## config.mk

```make
export PLATFORM = sky130hd
export DESIGN_NAME = alu_decode
export DESIGN_NICKNAME = d
export VERILOG_FILES = /design/src/rtl/alu_decode.sv
export SDC_FILE = /design/constraint.sdc
export NUM_CORES = 1
export LEC_CHECK = 0
export ABC_AREA = 0
export CAP_MARGIN = 15
export CORE_AREA = 2 2 201 283
export CTS_BUF_LIST = sky130_fd_sc_hd__clkbuf_8
export CTS_CLUSTER_DIAMETER = 80
export DETAILED_ROUTE_END_ITERATION = 7
export DIE_AREA = 0 0 203 285
export PLACE_DENSITY = 0.66
export SLEW_MARGIN = 20
export SYNTH_ARGS = -nofsm -noshare
export SYNTH_HDL_FRONTEND = slang
export SYNTH_SLANG_ARGS = --single-unit
```

## constraint.sdc

```tcl
create_clock -name clk -period 6.1 [get_ports clk]
set_clock_uncertainty 0.05 [all_clocks]
set_input_delay 1.22 -clock clk [delete_from_list [all_inputs] [get_ports clk]]
set_output_delay 1.22 -clock clk [all_outputs]
set_load 0.1 [all_outputs]
```

## src/rtl/alu_decode.sv

```systemverilog
// alu_decode: RV64I decode/issue stage producing one-hot ALU control, operands and a valid/ready handoff
module alu_decode #(
  parameter int XLEN   = 64,
  parameter int CTRL_W = 17
) (
  input  logic              clk,
  input  logic              rst,
  input  logic              flush,
  input  logic              in_valid,
  output logic              in_ready,
  input  logic [31:0]       inst,
  input  logic [XLEN-1:0]   pc,
  input  logic [XLEN-1:0]   rs1_data,
  input  logic [XLEN-1:0]   rs2_data,
  output logic              out_valid,
  input  logic              out_ready,
  output logic [CTRL_W-1:0] alu_ctrl,
  output logic [XLEN-1:0]   alu_sr1,
  output logic [XLEN-1:0]   alu_sr2,
  output logic [4:0]        rd,
  output logic              rd_we,
  output logic              mem_rd,
  output logic              mem_wr,
  output logic [2:0]        mem_funct3,
  output logic [XLEN-1:0]   st_data,
  output logic              is_branch,
  output logic              is_jump,
  output logic [XLEN-1:0]   br_target,
  output logic              illegal
);
  localparam logic [6:0] OP_REG = 7'b0110011, OP_IMM = 7'b0010011, OP_LUI = 7'b0110111,
                         OP_AUIPC = 7'b0010111, OP_JAL = 7'b1101111, OP_JALR = 7'b1100111,
                         OP_BR = 7'b1100011, OP_LD = 7'b0000011, OP_ST = 7'b0100011;
  logic [6:0]        w_opc, w_f7;
  logic [2:0]        w_f3, w_mf3;
  logic [XLEN-1:0]   w_imm_i, w_imm_s, w_imm_b, w_imm_u, w_imm_j, w_jalr_sum;
  logic [XLEN-1:0]   w_shamt_r, w_shamt_i, w_sr1, w_sr2, w_st, w_tgt;
  logic              w_op_ok, w_imm_ok, w_alt, w_shift, w_br_ok, w_accept;
  logic              w_wr, w_mrd, w_mwr, w_br, w_jmp, w_ill;
  logic [4:0]        w_alu_idx, w_br_idx, w_rd;
  logic [CTRL_W-1:0] w_alu_oh, w_br_oh, w_ctrl;
  logic              r_valid, r_rd_we, r_mrd, r_mwr, r_br, r_jmp, r_ill;
  logic [CTRL_W-1:0] r_ctrl;
  logic [XLEN-1:0]   r_sr1, r_sr2, r_st, r_tgt;
  logic [4:0]        r_rd;
  logic [2:0]        r_mf3;

  assign w_opc      = inst[6:0];
  assign w_f3       = inst[14:12];
  assign w_f7       = inst[31:25];
  assign w_imm_i    = {{(XLEN-12){inst[31]}}, inst[31:20]};
  assign w_imm_s    = {{(XLEN-12){inst[31]}}, inst[31:25], inst[11:7]};
  assign w_imm_b    = {{(XLEN-13){inst[31]}}, inst[31], inst[7], inst[30:25], inst[11:8], 1'b0};
  assign w_imm_u    = {{(XLEN-32){inst[31]}}, inst[31:12], 12'b0};
  assign w_imm_j    = {{(XLEN-21){inst[31]}}, inst[31], inst[19:12], inst[20], inst[30:21], 1'b0};
  assign w_jalr_sum = rs1_data + w_imm_i;
  assign w_shamt_r  = {{(XLEN-6){1'b0}}, rs2_data[5:0]};
  assign w_shamt_i  = {{(XLEN-6){1'b0}}, inst[25:20]};
  assign w_shift    = w_f3[1:0] == 2'b01;
  // inst[30] selects sub/sra only for register ops or immediate right shifts; addi/xori etc. ignore it
  assign w_alt      = (w_opc == OP_REG || w_f3 == 3'b101) && inst[30];
  assign w_op_ok    = w_f7 == 7'd0 || (w_f7 == 7'b0100000 && (w_f3 == 3'b000 || w_f3 == 3'b101));
  assign w_imm_ok   = !w_shift || inst[31:26] == 6'd0 || (w_f3[2] && inst[31:26] == 6'b010000);
  assign w_br_ok    = w_f3[2:1] != 2'b01;
  assign w_alu_idx  = w_f3 == 3'b000 ? (w_alt ? 5'd1 : 5'd0) :
                      w_f3 == 3'b001 ? 5'd7 :
                      w_f3 == 3'b010 ? 5'd2 :
                      w_f3 == 3'b011 ? 5'd3 :
                      w_f3 == 3'b100 ? 5'd5 :
                      w_f3 == 3'b101 ? (w_alt ? 5'd9 : 5'd8) :
                      w_f3 == 3'b110 ? 5'd6 : 5'd4;
  assign w_br_idx   = w_f3[2] ? 5'd13 + {3'b0, w_f3[1:0]} : 5'd11 + {4'b0, w_f3[0]};
  assign w_alu_oh   = CTRL_W'(1) << w_alu_idx;
  assign w_br_oh    = CTRL_W'(1) << w_br_idx;
  assign w_rd       = w_wr ? inst[11:7] : 5'd0;
  assign w_accept   = in_valid & in_ready & ~flush;
  assign in_ready   = ~r_valid | out_ready;

  // Decode the incoming instruction; anything unrecognised leaves every control at zero except illegal
  always_comb begin
    w_ctrl = '0;
    w_sr1  = '0;
    w_sr2  = '0;
    w_st   = '0;
    w_tgt  = '0;
    w_mf3  = '0;
    w_wr   = 1'b0;
    w_mrd  = 1'b0;
    w_mwr  = 1'b0;
    w_br   = 1'b0;
    w_jmp  = 1'b0;
    w_ill  = 1'b0;
    case (w_opc)
      OP_REG: if (w_op_ok) begin
        w_ctrl = w_alu_oh;
        w_sr1  = rs1_data;
        w_sr2  = w_shift ? w_shamt_r : rs2_data;
        w_wr   = 1'b1;
      end else w_ill = 1'b1;
      OP_IMM: if (w_imm_ok) begin
        w_ctrl = w_alu_oh;
        w_sr1  = rs1_data;
        w_sr2  = w_shift ? w_shamt_i : w_imm_i;
        w_wr   = 1'b1;
      end else w_ill = 1'b1;
      OP_LUI: begin
        w_ctrl = CTRL_W'(1) << 10;
        w_sr2  = w_imm_u;
        w_wr   = 1'b1;
      end
      OP_AUIPC: begin
        w_ctrl = CTRL_W'(1);
        w_sr1  = pc;
        w_sr2  = w_imm_u;
        w_wr   = 1'b1;
      end
      OP_JAL: begin
        w_ctrl = CTRL_W'(1);
        w_sr1  = pc;
        w_sr2  = XLEN'(4);
        w_tgt  = pc + w_imm_j;
        w_jmp  = 1'b1;
        w_wr   = 1'b1;
      end
      OP_JALR: if (w_f3 == 3'b000) begin
        w_ctrl = CTRL_W'(1);
        w_sr1  = pc;
        w_sr2  = XLEN'(4);
        w_tgt  = {w_jalr_sum[XLEN-1:1], 1'b0};
        w_jmp  = 1'b1;
        w_wr   = 1'b1;
      end else w_ill = 1'b1;
      OP_BR: if (w_br_ok) begin
        w_ctrl = w_br_oh;
        w_sr1  = rs1_data;
        w_sr2  = rs2_data;
        w_tgt  = pc + w_imm_b;
        w_br   = 1'b1;
      end else w_ill = 1'b1;
      OP_LD: begin
        w_ctrl = CTRL_W'(1);
        w_sr1  = rs1_data;
        w_sr2  = w_imm_i;
        w_mf3  = w_f3;
        w_mrd  = 1'b1;
        w_wr   = 1'b1;
      end
      OP_ST: begin
        w_ctrl = CTRL_W'(1);
        w_sr1  = rs1_data;
        w_sr2  = w_imm_s;
        w_mf3  = w_f3;
        w_st   = rs2_data;
        w_mwr  = 1'b1;
      end
      default: w_ill = 1'b1;
    endcase
  end

  // Output register: flush beats accept, a consumed entry with nothing behind it drains
  always_ff @(posedge clk) begin
    if (rst) begin
      r_valid <= 1'b0;
      r_ctrl  <= '0;
      r_sr1   <= '0;
      r_sr2   <= '0;
      r_rd    <= '0;
      r_rd_we <= 1'b0;
      r_mrd   <= 1'b0;
      r_mwr   <= 1'b0;
      r_mf3   <= '0;
      r_st    <= '0;
      r_br    <= 1'b0;
      r_jmp   <= 1'b0;
      r_tgt   <= '0;
      r_ill   <= 1'b0;
    end else if (flush) begin
      r_valid <= 1'b0;
    end else if (w_accept) begin
      r_valid <= 1'b1;
      r_ctrl  <= w_ctrl;
      r_sr1   <= w_sr1;
      r_sr2   <= w_sr2;
      r_rd    <= w_rd;
      r_rd_we <= w_wr & (inst[11:7] != 5'd0);
      r_mrd   <= w_mrd;
      r_mwr   <= w_mwr;
      r_mf3   <= w_mf3;
      r_st    <= w_st;
      r_br    <= w_br;
      r_jmp   <= w_jmp;
      r_tgt   <= w_tgt;
      r_ill   <= w_ill;
    end else if (out_ready) begin
      r_valid <= 1'b0;
    end
  end

  assign out_valid  = r_valid;
  assign alu_ctrl   = r_ctrl;
  assign alu_sr1    = r_sr1;
  assign alu_sr2    = r_sr2;
  assign rd         = r_rd;
  assign rd_we      = r_rd_we;
  assign mem_rd     = r_mrd;
  assign mem_wr     = r_mwr;
  assign mem_funct3 = r_mf3;
  assign st_data    = r_st;
  assign is_branch  = r_br;
  assign is_jump    = r_jmp;
  assign br_target  = r_tgt;
  assign illegal    = r_ill;
endmodule

```

== Word-level counts from Yosys, hierarchy flattened ==
Index checks and enable logic that the tools add are counted.
Cells by class
  add/sub/neg operators: 5
  multipliers: 0
  divide/modulo/power cells: 0
  $lt $le $gt $ge: 0
  eq/ne operators: 19
  shift-type cells: 2
  mux-type cells: 49
  bitwise logic cells: 6
  reductions and logical operators: 22
Operator list (number)
  two-way mux 64 bit: 12
  one-hot mux 64 bit (8 select lines): 1
  one-hot mux 64 bit (6 select lines): 1
  adder 64 bit: 3
  one-hot mux 64 bit (3 select lines): 1
  one-hot mux 17 bit (6 select lines): 1
  two-way mux 17 bit: 3
  == test 7 x 6 -> 1 bit, second input constant: 4
  two-way mux 4 bit: 6
  == test 7 bit, second input constant: 3
  << shifter 1 x 4 -> 17 bit, first input constant: 1
  << shifter 1 x 5 -> 17 bit, first input constant: 1
  two-way mux 1 bit: 16
  == test 7 x 5 -> 1 bit, second input constant: 2
  two-way mux 5 bit: 2
  == test 3 bit, second input constant: 3
  OR reduction 2 bit: 4
  OR reduction 4 bit: 2
  == test 7 x 2 -> 1 bit, second input constant: 1
  zero test 7 bit: 1
  == test 3 x 2 -> 1 bit, second input constant: 2
  == test 6 x 5 -> 1 bit, second input constant: 1
  zero test 6 bit: 1
  two-way mux 3 bit: 2
  other kinds (20): 29
Storage, ports and cells
  flip-flop bits (word level): 288
  latch bits: 0
  memory bits (writable): 0
  bits in read-only memories: 0
  output and inout bits: 289
  logic and storage cells: 117
  memories kept: 0

== Logic depth before layout (Yosys ltp) ==
  word-level depth: 13
  mapped depth: 14

== Worst setup path after synthesis ==
No wires, ideal clock.
  path type: input to register
  start point: in inst[21]
  end point: reg r_tgt[51] (netlist: br_target[51])
  setup time: 130 ps
  data arrival time: 3787 ps
  data required time: 5920 ps
  setup slack: 2133 ps
  stages on the path: 12
  path buffers: 0
  cell sequence: ha_1 -> fa_1 -> a21oi_1 -> o21ai_0 -> a311oi_1 -> o21ai_1 -> a31oi_1 -> o21a_1 -> o21ai_0 -> xor2_1 -> a32oi_1 -> o211ai_1
Between the ends
  longest elaborated chain between the ends: 3
  elaborated cells between the ends (all ways): 4
  those cells by class: add/sub: 2; mux: 2
Ends and longest elaborated chain
  start, declared: line 11  | input logic [31:0] inst,
  adder 64 bit: line 56  | assign w_jalr_sum = rs1_data + w_imm_i;
  two-way mux 64 bit: line 125  | OP_JALR: if (w_f3 == 3'b000) begin
  one-hot mux 64 bit (3 select lines) (*): line 93  | case (w_opc)
  end signal, assigned: line 192  | r_tgt <= w_tgt;
  end, declared: line 44  | logic [XLEN-1:0] r_sr1, r_sr2, r_st, r_tgt;
Every way passes the cells marked *; elsewhere a longest branch is shown, timed or not.
A chain may end at the register's enable or synchronous reset.

== Final worst setup path ==
  start point: in inst[22]
  end point: reg r_tgt[22] (netlist: br_target[22])
Same word-level chain as after synthesis.

==> metrics.cfg <==
[status]
outcome=complete, no violations

[placed_design]
dpl.hpwl_um=79000
dp_cells=4165
place_area_mm2=0.0276
port_buffers=517
gp_congestion=1.03

[detailed_routing]
drc=0
wl_per_cell_um=24.6
wl_um=105000
num_vias=26000
viasPerCell=6.11
drtPass1Iterations=6
initialDrtViolationCount=1888
ant_nets=0

[worst_setup_path]
cp-end-kind=flip-flop
critPathSlowestCell=clkdlybuf4s50_1
required_ns=6.64
path_class=in2reg
path_max_fanout=6
cp-start-kind=input pin
cp.arrival_ns=5.48
critPathBufInv=1
path_cells=clkdlybuf4s50_1, ha_1, a211oi_1, o21ai_0, a221oi_2, a311oi_2, a21oi_1, nand2_1, a31oi_1, a21oi_1, o21ai_0
cp_top_family=compound AO/OA/AOI/OAI gates
cpPeakStageDelay_ns=0.73

[pwr]
p_clk_share_pct=35.9
p_int_w=0.00348
power.density_mw_per_mm2=189
power.switching_w=0.00195
share_comb_of_total_power_pct=29.4
p_sw_share_pct=36.0
leakagePower_nw=10.2
p_seq_share_pct=34.7
peakVddDrop_v=0.000190

[synth]
netlist_area_mm2=0.0219
synth-edff-count=0
synth_most_common_cell=a21oi_1
ys_top_cells_by_area=dfxtp_1 (26%), a21oi_1 (11%), ha_1 (8.1%), nor2_1 (7.3%), nand2_1 (5.3%)
synth.top_cells.by_count=a21oi_1 (461), nor2_1 (424), nand2_1 (310)
synth-seq-area-share_pct=26.3
synth-async-reset-ratio_pct=0
yosys_warnings=0
synthFlopType=dfxtp_1
ys_types=81
synth_top_area_share_pct=26.3
synthesis.nets=3467
syn_inst=3093
synth_seq_cells=288
yosysTopAreaCell=dfxtp_1
postSynthAreaPerCell_um2=7.09

[sta]
fin_setup_tns_ns=0
tightest_slew_ns=1.17
slew_headroom_pct=22.0
drv_slew=0
finalSetupViolations=0
post-route-period-util_pct=80.9
rsz0062_at_grt=no
fmax_mhz=203
hold_viol=0
period_minus_slack_ns=4.94

[clock_tree]
holdBufCountCts=0
cts_sinks=288
path_clk_slew_ns=0.07
post_cts_resized=0
htree_levels=2
postCtsSetupBuffers=0
cts-root-buf=clkbuf_8
cts_buffer_depth=3
worstSkewPairLatency_ns=0.69
cts_tree=yes
numCtsBuffers=51

[global_route]
overflow=0
antenna_found_initial=5
grt_max_degree=184
grt_pass1_wl_um=155000
track_usage_pct=34.7
grt_pass1_vias=25300

[worst_hold_path]
min_path_type=reg2reg

[final_layout]
syn_to_final_growth_pct=30.8
seqCellArea_mm2=0.00577
multi_input_area_mm2=0.0152
drive_gt1_share_pct=4.97
fillers=5637
final_cell_area_mm2=0.0287
final_nets=3857
fin_cells=4254

[floorplan]
core_area_mm2=0.0555
fp.dieW_um=203
rows=103
die-area_mm2=0.0579
io_pins=518
die_h_um=285
start_util_pct=39.5

[run]
maxCapViolCount=0

metal layers:
| layer | vias up | global-route usage, % | part of all wire [%] |
|---|---|---|---|
| li1 | 12100 | - | - |
| met1 | 12300 | 37.6 | 36 |
| met2 | 1233 | 62.7 | 50 |
| met3 | 299 | 7.21 | 7.8 |
| met4 | 8 | 19.2 | 5.9 |
| met5 | - | 0 | 0.052 |
sequential cells by signal (all words and copies together) (netlist names), 3 cells and up:
signal and flops:
rd 5, alu_sr1 64, st_data 64, mem_funct3 3
alu_sr2 64, alu_ctrl 17, br_target 64
layout by cell type, fill, tap and decap left out, types with 53 or more instances in the layout:
| master | count |
|---|---|
| dfxtp_1 | 288 |
| clkdlybuf4s50_1 | 512 |
| a21oi_1 | 461 |
| a21o_1 | 73 |
| nand4_1 | 59 |
| nand3_1 | 118 |
| ha_1 | 142 |
| buf_4 | 53 |
| nor2_1 | 421 |
| a22oi_1 | 107 |
| clkbuf_8 | 59 |
| o21ai_0 | 186 |
| nand2_1 | 308 |
| xnor2_1 | 70 |
worst paths after layout:
kind         cells after the start                       start                         end  slack, ns
min reg2reg                      2  br_target[17]$_SDFFE_PP0P_  br_target[17]$_SDFFE_PP0P_       0.40
min                              2  br_target[17]$_SDFFE_PP0P_  br_target[17]$_SDFFE_PP0P_       0.40
max                             11                    inst[22]  br_target[22]$_SDFFE_PP0P_       1.16
max reg2reg                      9      out_valid$_SDFFE_PP0P_  br_target[52]$_SDFFE_PP0P_       3.55
metrics by stage:
stage,setup slack (ns),hold slack [ns],power (W),util [%]
3_3_place_gp,0.590,0.387,0.00348,49.8
6_report,1.16,0.398,0.00543,51.7
4_1_cts,1.26,0.401,0.00543,51.6
5_1_grt,0.964,0.414,0.00565,51.7
3_5_place_dp,0.544,0.391,0.00347,49.7
2_1_floorplan,2.13,0.832,0.00288,-
cell families (layout without fill, tap and decap cells):
family / after synthesis / count (layout) / share of synthesized area, %
multiplexers: 8 / 8 / 0.365
AND/OR/NAND/NOR: 1089 / 1089 / 22.0
XOR/XNOR: 107 / 107 / 4.27
adder cells (fa/ha/maj): 145 / 145 / 8.37
other: 0 / 1 / 0
buffers and inverters: 270 / 695 / 4.78
AO/OA/AOI/OAI: 1186 / 1186 / 34.0
flip-flops: 288 / 288 / 26.3
cell type report:
cell class / count / share of cell area (%)
Sequential cell: 288 / 20.1
Antenna cell: 1 / 0.00872
Tap cell: 735 / 3.21
Multi-Input combinational cell: 2535 / 53.0
Clock inverter: 30 / 0.859
Clock buffer: 58 / 2.78
Timing Repair Buffer: 570 / 19.5
Inverter: 37 / 0.484
power groups by stage:
stage | clock network (W) | registers (W) | logic (W)
2_1_floorplan | 0 | 0.00194 | 0.000940
3_3_place_gp | 0 | 0.00193 | 0.00155
6_report | 0.00195 | 0.00188 | 0.00159
3_5_place_dp | 0 | 0.00193 | 0.00155
5_1_grt | 0.00207 | 0.00188 | 0.00170
4_1_cts | 0.00199 | 0.00188 | 0.00156
worst reg2reg max path, cell delays in order (launching register included):
cell and delay, ns:
dfxtp_1 0.31, nor2b_1 0.16, nor3b_2 0.22, buf_4 0.24, nand3_1 0.13, nor2_1 0.11
buf_4 0.30, nand2_1 0.52, nor3b_1 0.35, a211o_1 0.13
No activity file was read; power rests on OpenSTA's default activity.
